## src/rtl/sha_host_pkg.sv

```systemverilog
// sha_host_pkg: shared states, constants and helpers for the SHA host controller
package sha_host_pkg;
  typedef logic [2:0] state_t;
  localparam state_t S_IDLE      = 3'd0;
  localparam state_t S_MODE      = 3'd1;
  localparam state_t S_LEN_HI    = 3'd2;
  localparam state_t S_LEN_LO    = 3'd3;
  localparam state_t S_PAYLOAD   = 3'd4;
  localparam state_t S_DRAIN     = 3'd5;
  localparam state_t S_WAIT_HASH = 3'd6;
  localparam state_t S_TX        = 3'd7;
  localparam int MODE_HEX_BIT = 0;
  localparam logic [7:0] CR = 8'h0D;
  localparam logic [7:0] LF = 8'h0A;
  function automatic logic [7:0] nib2ascii(input logic [3:0] n);
    return n < 4'd10 ? 8'h30 + {4'h0, n} : 8'h57 + {4'h0, n};
  endfunction
endpackage

```

## src/rtl/sha_byte_fifo.sv

```systemverilog
// sha_byte_fifo: synchronous FIFO of {last, byte} payload entries with flush
module sha_byte_fifo #(
  parameter int WIDTH = 9,
  parameter int DEPTH = 16
) (
  input  logic             clk,
  input  logic             rst_n,
  input  logic             flush,
  input  logic             push,
  input  logic             pop,
  input  logic [WIDTH-1:0] din,
  output logic [WIDTH-1:0] dout,
  output logic             full,
  output logic             empty
);
  localparam int AW = $clog2(DEPTH);
  logic [WIDTH-1:0] mem [DEPTH];
  logic [AW-1:0] wp, rp;
  logic [AW:0] cnt;
  logic wr, rd;
  assign empty = cnt == '0;
  assign full = cnt[AW];
  assign rd = pop && !empty;
  // a full FIFO still takes a byte when one leaves in the same cycle
  assign wr = push && (!full || rd);
  assign dout = mem[rp];
  always_ff @(posedge clk or negedge rst_n)
    if (!rst_n) begin
      wp <= '0;
      rp <= '0;
      cnt <= '0;
    end else if (flush) begin
      wp <= '0;
      rp <= '0;
      cnt <= '0;
    end else begin
      if (wr) wp <= wp + 1'b1;
      if (rd) rp <= rp + 1'b1;
      cnt <= cnt + {{AW{1'b0}}, wr} - {{AW{1'b0}}, rd};
    end
  always_ff @(posedge clk)
    if (wr) mem[wp] <= din;
endmodule

```

## src/rtl/sha_host_ctrl.sv

```systemverilog
// sha_host_ctrl: parses UART frames, feeds payload to the SHA padder, and returns the digest raw or as hex
module sha_host_ctrl
  import sha_host_pkg::*;
#(
  parameter int DIGEST_W = 256,
  parameter int FIFO_DEPTH = 16,
  parameter int TIMEOUT_CYC = 1_000_000,
  parameter logic [7:0] SOF_BYTE = 8'hA5
) (
  input  logic                clk,
  input  logic                rst_n,
  input  logic                rx_dv,
  input  logic [7:0]          rx_byte,
  output logic                msg_valid,
  output logic [7:0]          msg_byte,
  output logic                msg_last,
  input  logic                msg_ready,
  output logic                msg_empty,
  output logic                msg_abort,
  input  logic                hash_done,
  input  logic [DIGEST_W-1:0] hash_digest,
  output logic                tx_dv,
  output logic [7:0]          tx_byte,
  input  logic                tx_active,
  input  logic                tx_done,
  output logic                busy,
  output logic                err_timeout,
  output logic                err_overrun
);
  localparam int TW = $clog2(TIMEOUT_CYC);
  localparam int CW = $clog2(DIGEST_W/4+2);
  localparam int NRAW = DIGEST_W/8;
  localparam int NHEX = DIGEST_W/4;
  state_t state;
  logic hex, out, full, empty, push, pop, flush, overrun, timeout, counting, issue, tx_last;
  logic [15:0] rem;
  logic [TW-1:0] tcnt;
  logic [CW-1:0] kc;
  logic [DIGEST_W-1:0] dig, src;
  logic [8:0] fifo_q;
  logic [7:0] nxt_byte;
  sha_byte_fifo #(.WIDTH(9), .DEPTH(FIFO_DEPTH)) u_fifo (
    .clk(clk), .rst_n(rst_n), .flush(flush), .push(push), .pop(pop),
    .din({rem == 16'd1, rx_byte}), .dout(fifo_q), .full(full), .empty(empty)
  );
  assign pop = !empty && msg_ready;
  assign msg_valid = !empty;
  assign msg_byte = empty ? 8'h00 : fifo_q[7:0];
  assign msg_last = !empty && fifo_q[8];
  assign busy = state != S_IDLE;
  assign overrun = state == S_PAYLOAD && rx_dv && full && !pop;
  assign push = state == S_PAYLOAD && rx_dv && !overrun;
  assign counting = state inside {S_MODE, S_LEN_HI, S_LEN_LO, S_PAYLOAD};
  assign timeout = counting && !rx_dv && tcnt == TW'(TIMEOUT_CYC-1);
  assign flush = overrun || timeout;
  // the first byte goes straight from hash_digest so tx_dv can follow hash_done by one cycle
  assign src = state == S_WAIT_HASH ? hash_digest : dig;
  assign tx_last = kc == (hex ? CW'(NHEX+2) : CW'(NRAW));
  assign issue = !tx_active && ((state == S_WAIT_HASH && hash_done) ||
                                (state == S_TX && !tx_last && (!out || tx_done)));
  assign nxt_byte = !hex ? src[DIGEST_W-1 -: 8] :
                    kc < CW'(NHEX) ? nib2ascii(src[DIGEST_W-1 -: 4]) :
                    kc == CW'(NHEX) ? CR : LF;
  always_ff @(posedge clk or negedge rst_n)
    if (!rst_n) begin
      state <= S_IDLE;
      hex <= 1'b0;
      out <= 1'b0;
      rem <= '0;
      tcnt <= '0;
      kc <= '0;
      dig <= '0;
      msg_empty <= 1'b0;
      msg_abort <= 1'b0;
      err_timeout <= 1'b0;
      err_overrun <= 1'b0;
      tx_dv <= 1'b0;
      tx_byte <= '0;
    end else begin
      msg_empty <= state == S_LEN_LO && rx_dv && {rem[15:8], rx_byte} == 16'd0;
      msg_abort <= flush;
      err_overrun <= overrun;
      err_timeout <= timeout;
      tx_dv <= issue;
      tcnt <= counting && !rx_dv ? tcnt + 1'b1 : '0;
      if (issue) begin
        tx_byte <= nxt_byte;
        kc <= kc + 1'b1;
        out <= 1'b1;
      end else if (tx_done) out <= 1'b0;
      if (issue || (state == S_WAIT_HASH && hash_done)) dig <= !issue ? src : hex ? src << 4 : src << 8;
      case (state)
        S_IDLE: begin
          kc <= '0;
          if (rx_dv && rx_byte == SOF_BYTE) state <= S_MODE;
        end
        S_MODE: if (rx_dv) begin
          hex <= rx_byte[MODE_HEX_BIT];
          state <= S_LEN_HI;
        end
        S_LEN_HI: if (rx_dv) begin
          rem[15:8] <= rx_byte;
          state <= S_LEN_LO;
        end
        S_LEN_LO: if (rx_dv) begin
          rem[7:0] <= rx_byte;
          state <= {rem[15:8], rx_byte} == 16'd0 ? S_WAIT_HASH : S_PAYLOAD;
        end
        S_PAYLOAD: if (push) begin
          rem <= rem - 1'b1;
          if (rem == 16'd1) state <= S_DRAIN;
        end
        S_DRAIN: if (empty) state <= S_WAIT_HASH;
        S_WAIT_HASH: if (hash_done) state <= S_TX;
        S_TX: if (tx_last && tx_done) state <= S_IDLE;
        default: state <= S_IDLE;
      endcase
      if (flush) state <= S_IDLE;
    end
endmodule

```

## config.mk

```make
export PLATFORM = sky130hd
export DESIGN_NAME = sha_host_ctrl
export DESIGN_NICKNAME = d
export VERILOG_FILES = /design/src/rtl/sha_host_pkg.sv /design/src/rtl/sha_byte_fifo.sv /design/src/rtl/sha_host_ctrl.sv
export SDC_FILE = /design/constraint.sdc
export NUM_CORES = 1
export LEC_CHECK = 0
export CAP_MARGIN = 20
export CORE_ASPECT_RATIO = 1.25
export CORE_MARGIN = 1
export CORE_UTILIZATION = 57
export CTS_CLUSTER_SIZE = 25
export DETAILED_ROUTE_END_ITERATION = 7
export PLACE_DENSITY = 0.81
export SYNTH_ARGS = -nofsm -noshare
export SYNTH_HDL_FRONTEND = slang
export SYNTH_SLANG_ARGS = --single-unit
```

## constraint.sdc

```tcl
create_clock -name clk -period 3.2 [get_ports clk]
set_input_delay 0.64 -clock clk [delete_from_list [all_inputs] [get_ports clk]]
set_output_delay 0.64 -clock clk [all_outputs]
set_load 0.01 [all_outputs]
```

==> qor.csv, run 1 <==
stage;metric;value;unit
outcome;status;finished, violations left;
outcome;failing checks;negative setup slack;
timing;worst setup margin;-0.169;ns
clock_network;Clock Path Buffers;3;
grt;first-pass GRT wire length;116000;um
floorplan;Die Span Y;239;um
grt;gr usage total;32.3;%
logic_synthesis;post-synthesis cell type with the largest combined area;dfrtp_1;
pwr;Seq pwr share;30.0;%
worst_setup_path;worst reg2reg path endpoint;dig[25];
pwr;total chip power;31.9;mW
timing;Slew @ Worst Pin;1.32;ns
job;maxcap violations;0;
pwr;Switch Pwr;13.3;mW
logic_synthesis;multiplexer share of the synthesized area;14.3;%
layout;final-layout fill cell count;3191;
timing;Clock Skews;0.0224;ns
clock_network;clk_lat worst skew;0.60;ns
logic_synthesis;Syn Nets;2902;
pwr;leakage power total;13.8;nW
logic_synthesis;Yosys reg bits;474;
drt;initial drt markers;1958;
pwr;clock share of power;18.7;%
drt;average wire per standard cell;21.6;um
clock_network;clock-pin slew on the worst setup and hold paths;0.06;ns
clock_network;Sink Count;474;
placed_design;HPWL Detailed;48200;um
floorplan;die width;192;um
clock_network;Num CTS Buffers;49;
logic_synthesis;post-synth cell types;74;
clock_network;hold buffer count at cts;0;
layout;final std cells w/o fill;3476;
drt;vias per std cell;6.25;
logic_synthesis;post-synth top area share;32.2;%
placed_design;I/O Buffers;294;
logic_synthesis;Post-Synth Adder-Cell Area;0.908;%
drt;final WL;74900;um
worst_setup_path;FF-to-FF path depth;7;
layout;fraction of layout cells with a size suffix above 1;9.49;%
worst_setup_path;Worst Path Max Fanout;6;
floorplan;die area;45800;um^2
logic_synthesis;syn avg cell area;9.81;um^2
logic_synthesis;synth top area cells;dfrtp_1 (32%), edfxtp_1 (17%), nand2_1 (14%);
logic_synthesis;synthesized area;25600;um^2
clock_network;Root Driver;clkbuf_16;
logic_synthesis;top-count cell post-synth;nand2_1;
worst_setup_path;cell-by-cell trace of the critical path;buf_6 -> buf_16 -> mux4_2 -> mux4_2 -> and2_4 -> buf_6;
placed_design;routability cong.;0.916;
floorplan;Top Ports;295;
logic_synthesis;Mapped Cells;2613;
min_path;Hold Path Class;primary input to asynchronous set/reset pin;
logic_synthesis;Main synth FF type;dfrtp_1;
pwr;Pwr Density;1030;nW/um^2
logic_synthesis;sequential-to-total area share from yosys stat;49.1;%
layout;Layout Nets;3136;
drt;via count;21700;
logic_synthesis;EDFF count, synth;144;
timing;final critical-path share of the clock period;105;%
worst_setup_path;CP max stage cell;mux4_2;
layout;area of the multi-input gates;12000;um^2
logic_synthesis;asr flop ratio synth;69.6;%
timing;setup TNS;-0.882;ns
placed_design;DP Cell Count;3349;
drt;DRT antenna net count;0;
worst_setup_path;CP Class;flip-flop to output port;
logic_synthesis;compound-cell area share of the yosys netlist;11.9;%
logic_synthesis;warnings from Yosys;0;
logic_synthesis;Post-Synth Simple-Gate Area;18.6;%
worst_setup_path;crit end category;output port;
floorplan;Initial Utilization;57.9;%
drt;DRC errors left;0;
pwr;Sw Share;41.6;%
timing;Max Slew Vio Count;0;
clock_network;CTS tree;built;
layout;storage element area;12600;um^2
pwr;logic gate share of total power;51.3;%
drt;DR pass1 iterations;8;
grt;vias in the first global route;21700;
grt;initial antenna violation count;25;
grt;largest net degree at the start of global routing;262;
timing;Max Fclk;297;MHz
clock_network;H-tree levels;2;
worst_setup_path;Critical Path AT;2.73;ns
grt;GRT overflow;0;
pwr;Internal Power;18.7;mW
logic_synthesis;Synth top cells by count;nand2_1 (988), dfrtp_1 (330), mux2i_1 (247), a32oi_1 (237), edfxtp_1 (144);
worst_setup_path;FF-to-FF setup slack;0.47;ns
worst_setup_path;Largest stage delay, worst path;0.55;ns
worst_setup_path;crit start category;flip-flop;
layout;final instance area;31100;um^2
logic_synthesis;largest family of logic cells by synthesized area;simple AND/OR/NAND/NOR gates;
timing;Tmin final;3.37;ns
timing;RSZ-0062 raised after global routing;true;
layout;Finished Core Util;70.4;%
placed_design;Placed Area;29200;um^2
timing;final hold viol count;0;
timing;max_slew headroom;11.7;%
pwr;Peak supply drop;998;uV
worst_setup_path;FF-to-FF Start;state[0];
floorplan;Cell Rows;86;
worst_setup_path;worst path required time;2.56;ns
logic_synthesis;post-synthesis xor/xnor area fraction;0.889;%
layout;growth of design area from synthesis to finish;21.5;%
timing;Fin Hold WS;0.0191;ns
floorplan;Core Region;44200;um^2
timing;Setup Viol. Count Final;9;
placed_design;Place WS;0.106;ns
[timing repair]
item / 4_1_cts / 5_1_grt
resized for setup: 56 / 7
cloned: 2 / 0
setup endpoints to repair: 9 / 10
buffers inserted: 17 / 1
pin swaps: 2 / 0
[state kept, by name, summed over array words and instances (netlist names)]
name,count
dig,256
err_timeout,1
tx_dv,1
rem,16
tcnt,20
u_fifo.cnt,5
kc,7
u_fifo.wp,4
out,1
msg_empty,1
hex,1
state,3
tx_byte,8
msg_abort,1
u_fifo.mem,144
err_overrun,1
u_fifo.rp,4
[worst max-delay path by stage]
| stage | start | endpoint | slack (ns) |
|---|---|---|---|
| 6_report | u_fifo.rp[0] | msg_byte[4] | -0.17 |
| 5_1_grt | u_fifo.rp[0] | msg_byte[4] | -0.21 |
| 4_1_cts | u_fifo.rp[0] | msg_byte[3] | -0.15 |
| 3_5_place_dp | u_fifo.rp[0] | msg_byte[1] | 0.11 |
| 3_3_place_gp | u_fifo.rp[0] | msg_last | 0.20 |
| 2_1_floorplan | u_fifo.cnt[3] | u_fifo.cnt[4] | 0.57 |
[power by group through the flow]
stage          sequential (mW)  combinational (mW)  clock (mW)
2_1_floorplan             9.17                12.0           0
3_3_place_gp              9.50                15.1           0
3_5_place_dp              9.63                15.7           0
4_1_cts                   9.55                16.1        6.04
5_1_grt                   9.81                17.8        6.26
6_report                  9.59                16.4        5.97
[placed cells by master (no fill, tap or decap), drive strengths merged, types with 16 or more instances in the layout]
cell,instances
inv,32
nor3,18
a32oi,237
clkbuf,68
mux4,45
mux2i,248
a21oi,24
nand2,988
xor2,20
ha,17
o21ai,30
edfxtp,144
buf,103
clkdlybuf4s50,284
diode,16
dfrtp,330
nor2,72
[layer usage]
metal / part of all wire, % / up-vias / GRT usage (%)
li1: - / 9821 / -
met1: 37 / 10700 / 38.8
met2: 50 / 996 / 54.2
met3: 8.5 / 223 / 8.62
met4: 4.5 / 16 / 14.7
met5: 0.15 / - / 0
[cell families (layout without fill, tap and decap cells)]
family | Yosys count | after routing
xor+xnor | 26 | 26
simple gates | 1181 | 1181
flops | 474 | 474
fa+ha+maj | 18 | 18
other cells | 0 | 16
compound gates | 373 | 373
mux | 307 | 307
buf+inv | 234 | 509
[worst max-delay path, delay by kind of cell, from the launching register on]
family | cells | cell delay, ns
buffers and inverters | 3 | 0.42
and+or+nand+nor | 1 | 0.18
DFF | 1 | 0.48
muxes | 2 | 1.05
[cell type report]
type	count	area share, %
clock inverters	24	0.904
inverters	30	0.410
well taps	572	2.30
repair buffers	387	13.0
multi-input cells	1905	38.4
diodes	16	0.129
flip-flops and latches	474	40.4
clock buffers	68	4.46
(Power assumes the default switching activity.)
==> run 2: changes to the inputs <==
- CORE_UTILIZATION: 57 -> 65
- DONT_BUFFER_PORTS: unset -> 1
==> run 2 against run 1 <==
Total power is 6.4% lower; hold slack worse by 0.26 ns; global-route usage is 0.10 points lower; first-iteration DRC count is 1.3% higher; die area is 12% lower; clock skew is 0.012 ns lower; combinational power is 10% lower; clock-buffer cell count is 4 lower; clock power is 5.7% lower; sequential share of layout area is 5.5 points higher; the flow finishes with violations (design-rule violations, negative hold slack); cell count is 12% lower.
==> qor.csv, run 2 (synthesized netlist as in run 1, its figures left out) <==
stage;metric;value;unit
timing;Slew @ Worst Pin;1.05;ns
grt;initial antenna violation count;0;
layout;antenna diode count;0;
grt;met2 usage;55.2;%
layout;biggest regs;dig x256, u_fifo.mem x144, tcnt x20;
grt;GRT Max-Usage Layer;met2;
drt;final WL;66300;um
floorplan;Die Span Y;224;um
worst_setup_path;Largest stage delay, worst path;0.56;ns
placed_design;routability cong.;0.864;
clock_network;setup bufs post-CTS;0;
pwr;Pwr Density;1090;nW/um^2
clock_network;clk_lat worst skew;0.58;ns
timing;setup TNS;0;ns
clock_network;Root Driver;clkbuf_16;
timing;Clock Skews;0.0108;ns
grt;gr usage total;32.2;%
layout;Layout Nets;2799;
clock_network;clock-pin slew on the worst setup and hold paths;0.06;ns
clock_network;Clock Path Buffers;3;
layout;growth of design area from synthesis to finish;6.97;%
clock_network;Sink Count;474;
worst_setup_path;worst path required time;2.56;ns
timing;worst setup margin;0.0237;ns
placed_design;HPWL Detailed;42100;um
worst_setup_path;crit start category;flip-flop;
timing;Max Slew Vio Count;0;
grt;largest net degree at the start of global routing;331;
grt;GRT overflow;0;
grt;first-pass GRT wire length;104000;um
worst_setup_path;FF-to-FF path depth;8;
layout;fraction of layout cells with a size suffix above 1;8.47;%
floorplan;die area;40200;um^2
worst_setup_path;crit end category;output port;
worst_setup_path;cell-by-cell trace of the critical path;clkbuf_16 -> mux4_2 -> mux4_2 -> and2_1;
pwr;leakage power total;12.3;nW
placed_design;DP Cell Count;2950;
drt;DR pass1 iterations;8;
outcome;failing checks;design-rule violations, negative hold slack;
grt;vias in the first global route;19900;
floorplan;die width;180;um
placed_design;Placed Area;25800;um^2
timing;Setup Viol. Count Final;0;
min_path;Hold Path Class;primary input to asynchronous set/reset pin;
worst_setup_path;CP max stage cell;mux4_2;
drt;DRC errors left;12;
clock_network;CTS tree;built;
outcome;status;finished, violations left;
worst_setup_path;Worst Path Max Fanout;14;
drt;average wire per standard cell;21.8;um
layout;final std cells w/o fill;3043;
layout;most frequent cells in the layout;nand2_1 (988), dfrtp_1 (328), mux2i_1 (247), a32oi_1 (237), edfxtp_1 (144);
timing;final critical-path share of the clock period;99.3;%
drt;initial drt markers;1984;
drt;vias per std cell;6.54;
layout;max reg flops;256;
worst_setup_path;CP most frequent cell;mux4_2;
drt;via count;19900;
floorplan;Top Ports;295;
clock_network;H-tree levels;2;
timing;max_slew headroom;30.3;%
layout;most flop-heavy register;dig;
grt;global routing usage on met3;8.91;%
worst_setup_path;Critical Path AT;2.54;ns
timing;Max Fclk;315;MHz
timing;final hold viol count;330;
layout;final instance area;27400;um^2
grt;routing usage on met1;38.4;%
placed_design;I/O Buffers;0;
layout;most common cell after layout, fill and taps aside;nand2_1;
job;maxcap violations;0;
timing;Tmin final;3.18;ns
drt;DRT antenna net count;0;
floorplan;Initial Utilization;66.5;%
worst_setup_path;CP Class;flip-flop to output port;
pwr;Peak supply drop;973;uV
floorplan;Cell Rows;80;
timing;Fin Hold WS;-0.246;ns
floorplan;Core Region;38500;um^2
clock_network;Num CTS Buffers;49;
placed_design;Place WS;0.268;ns
-- run 2: metal layers --
metal	vias to the layer above	share of wire (%)
met5	-	0
met4	0	4.3
met3	178	8.5
met2	800	50
met1	9802	38
li1	9117	-
-- run 2: final timing paths --
| kind | startpoint | endpoint | slack (ns) |
|---|---|---|---|
| worst min-delay path | rst_n | dig[202] | -0.25 |
| worst max register to register | state[1] | tx_byte[2] | 0.21 |
| worst min register to register | dig[133] | dig[133] | 0.47 |
| worst max-delay path | u_fifo.rp[0] | msg_byte[2] | 0.02 |
| max in group asynchronous | rst_n | u_fifo.rp[0] | 2.89 |
| min in group clk | rx_byte[7] | u_fifo.mem[5][7] | 0.15 |
-- run 2: metrics by stage --
stage / total power [mW] / utilization (%)
2_1_floorplan: 21.2 / -
3_3_place_gp: 23.5 / 66.9
3_5_place_dp: 24.1 / 66.9
4_1_cts: 29.8 / 71.0
5_1_grt: 31.9 / 71.1
6_report: 29.9 / 71.1
-- run 2: repair_timing --
action,4_1_cts,5_1_grt
hold endpoints to repair,330,330
endpoints found under the setup margin,0,7
gates resized for setup,0,4
-- run 2: final cells by class --
cell class                      instances  area [um^2]
Sequential cell                       474        12600
Multi-Input combinational cell       1905        11900
Fill cell                            2703        11100
Clock buffer                           64         1330
Tap cell                              492          616
Timing Repair Buffer                   50          559
Clock inverter                         28          248
Inverter                               30          128
-- run 2: critical path, delay by kind of cell (launching register included) --
family / cells / cell delay [ns]
DFF: 1 / 0.47
buffers and inverters: 1 / 0.24
and+or+nand+nor: 1 / 0.20
muxes: 2 / 1.04
-- run 2: report_power, final --
group	leakage [nW]	switching (mW)	total [mW]	internal (mW)
combinational	6.18	8.79	14.7	5.88
sequential	5.37	1.35	9.59	8.24
clock	0.776	2.43	5.63	3.19
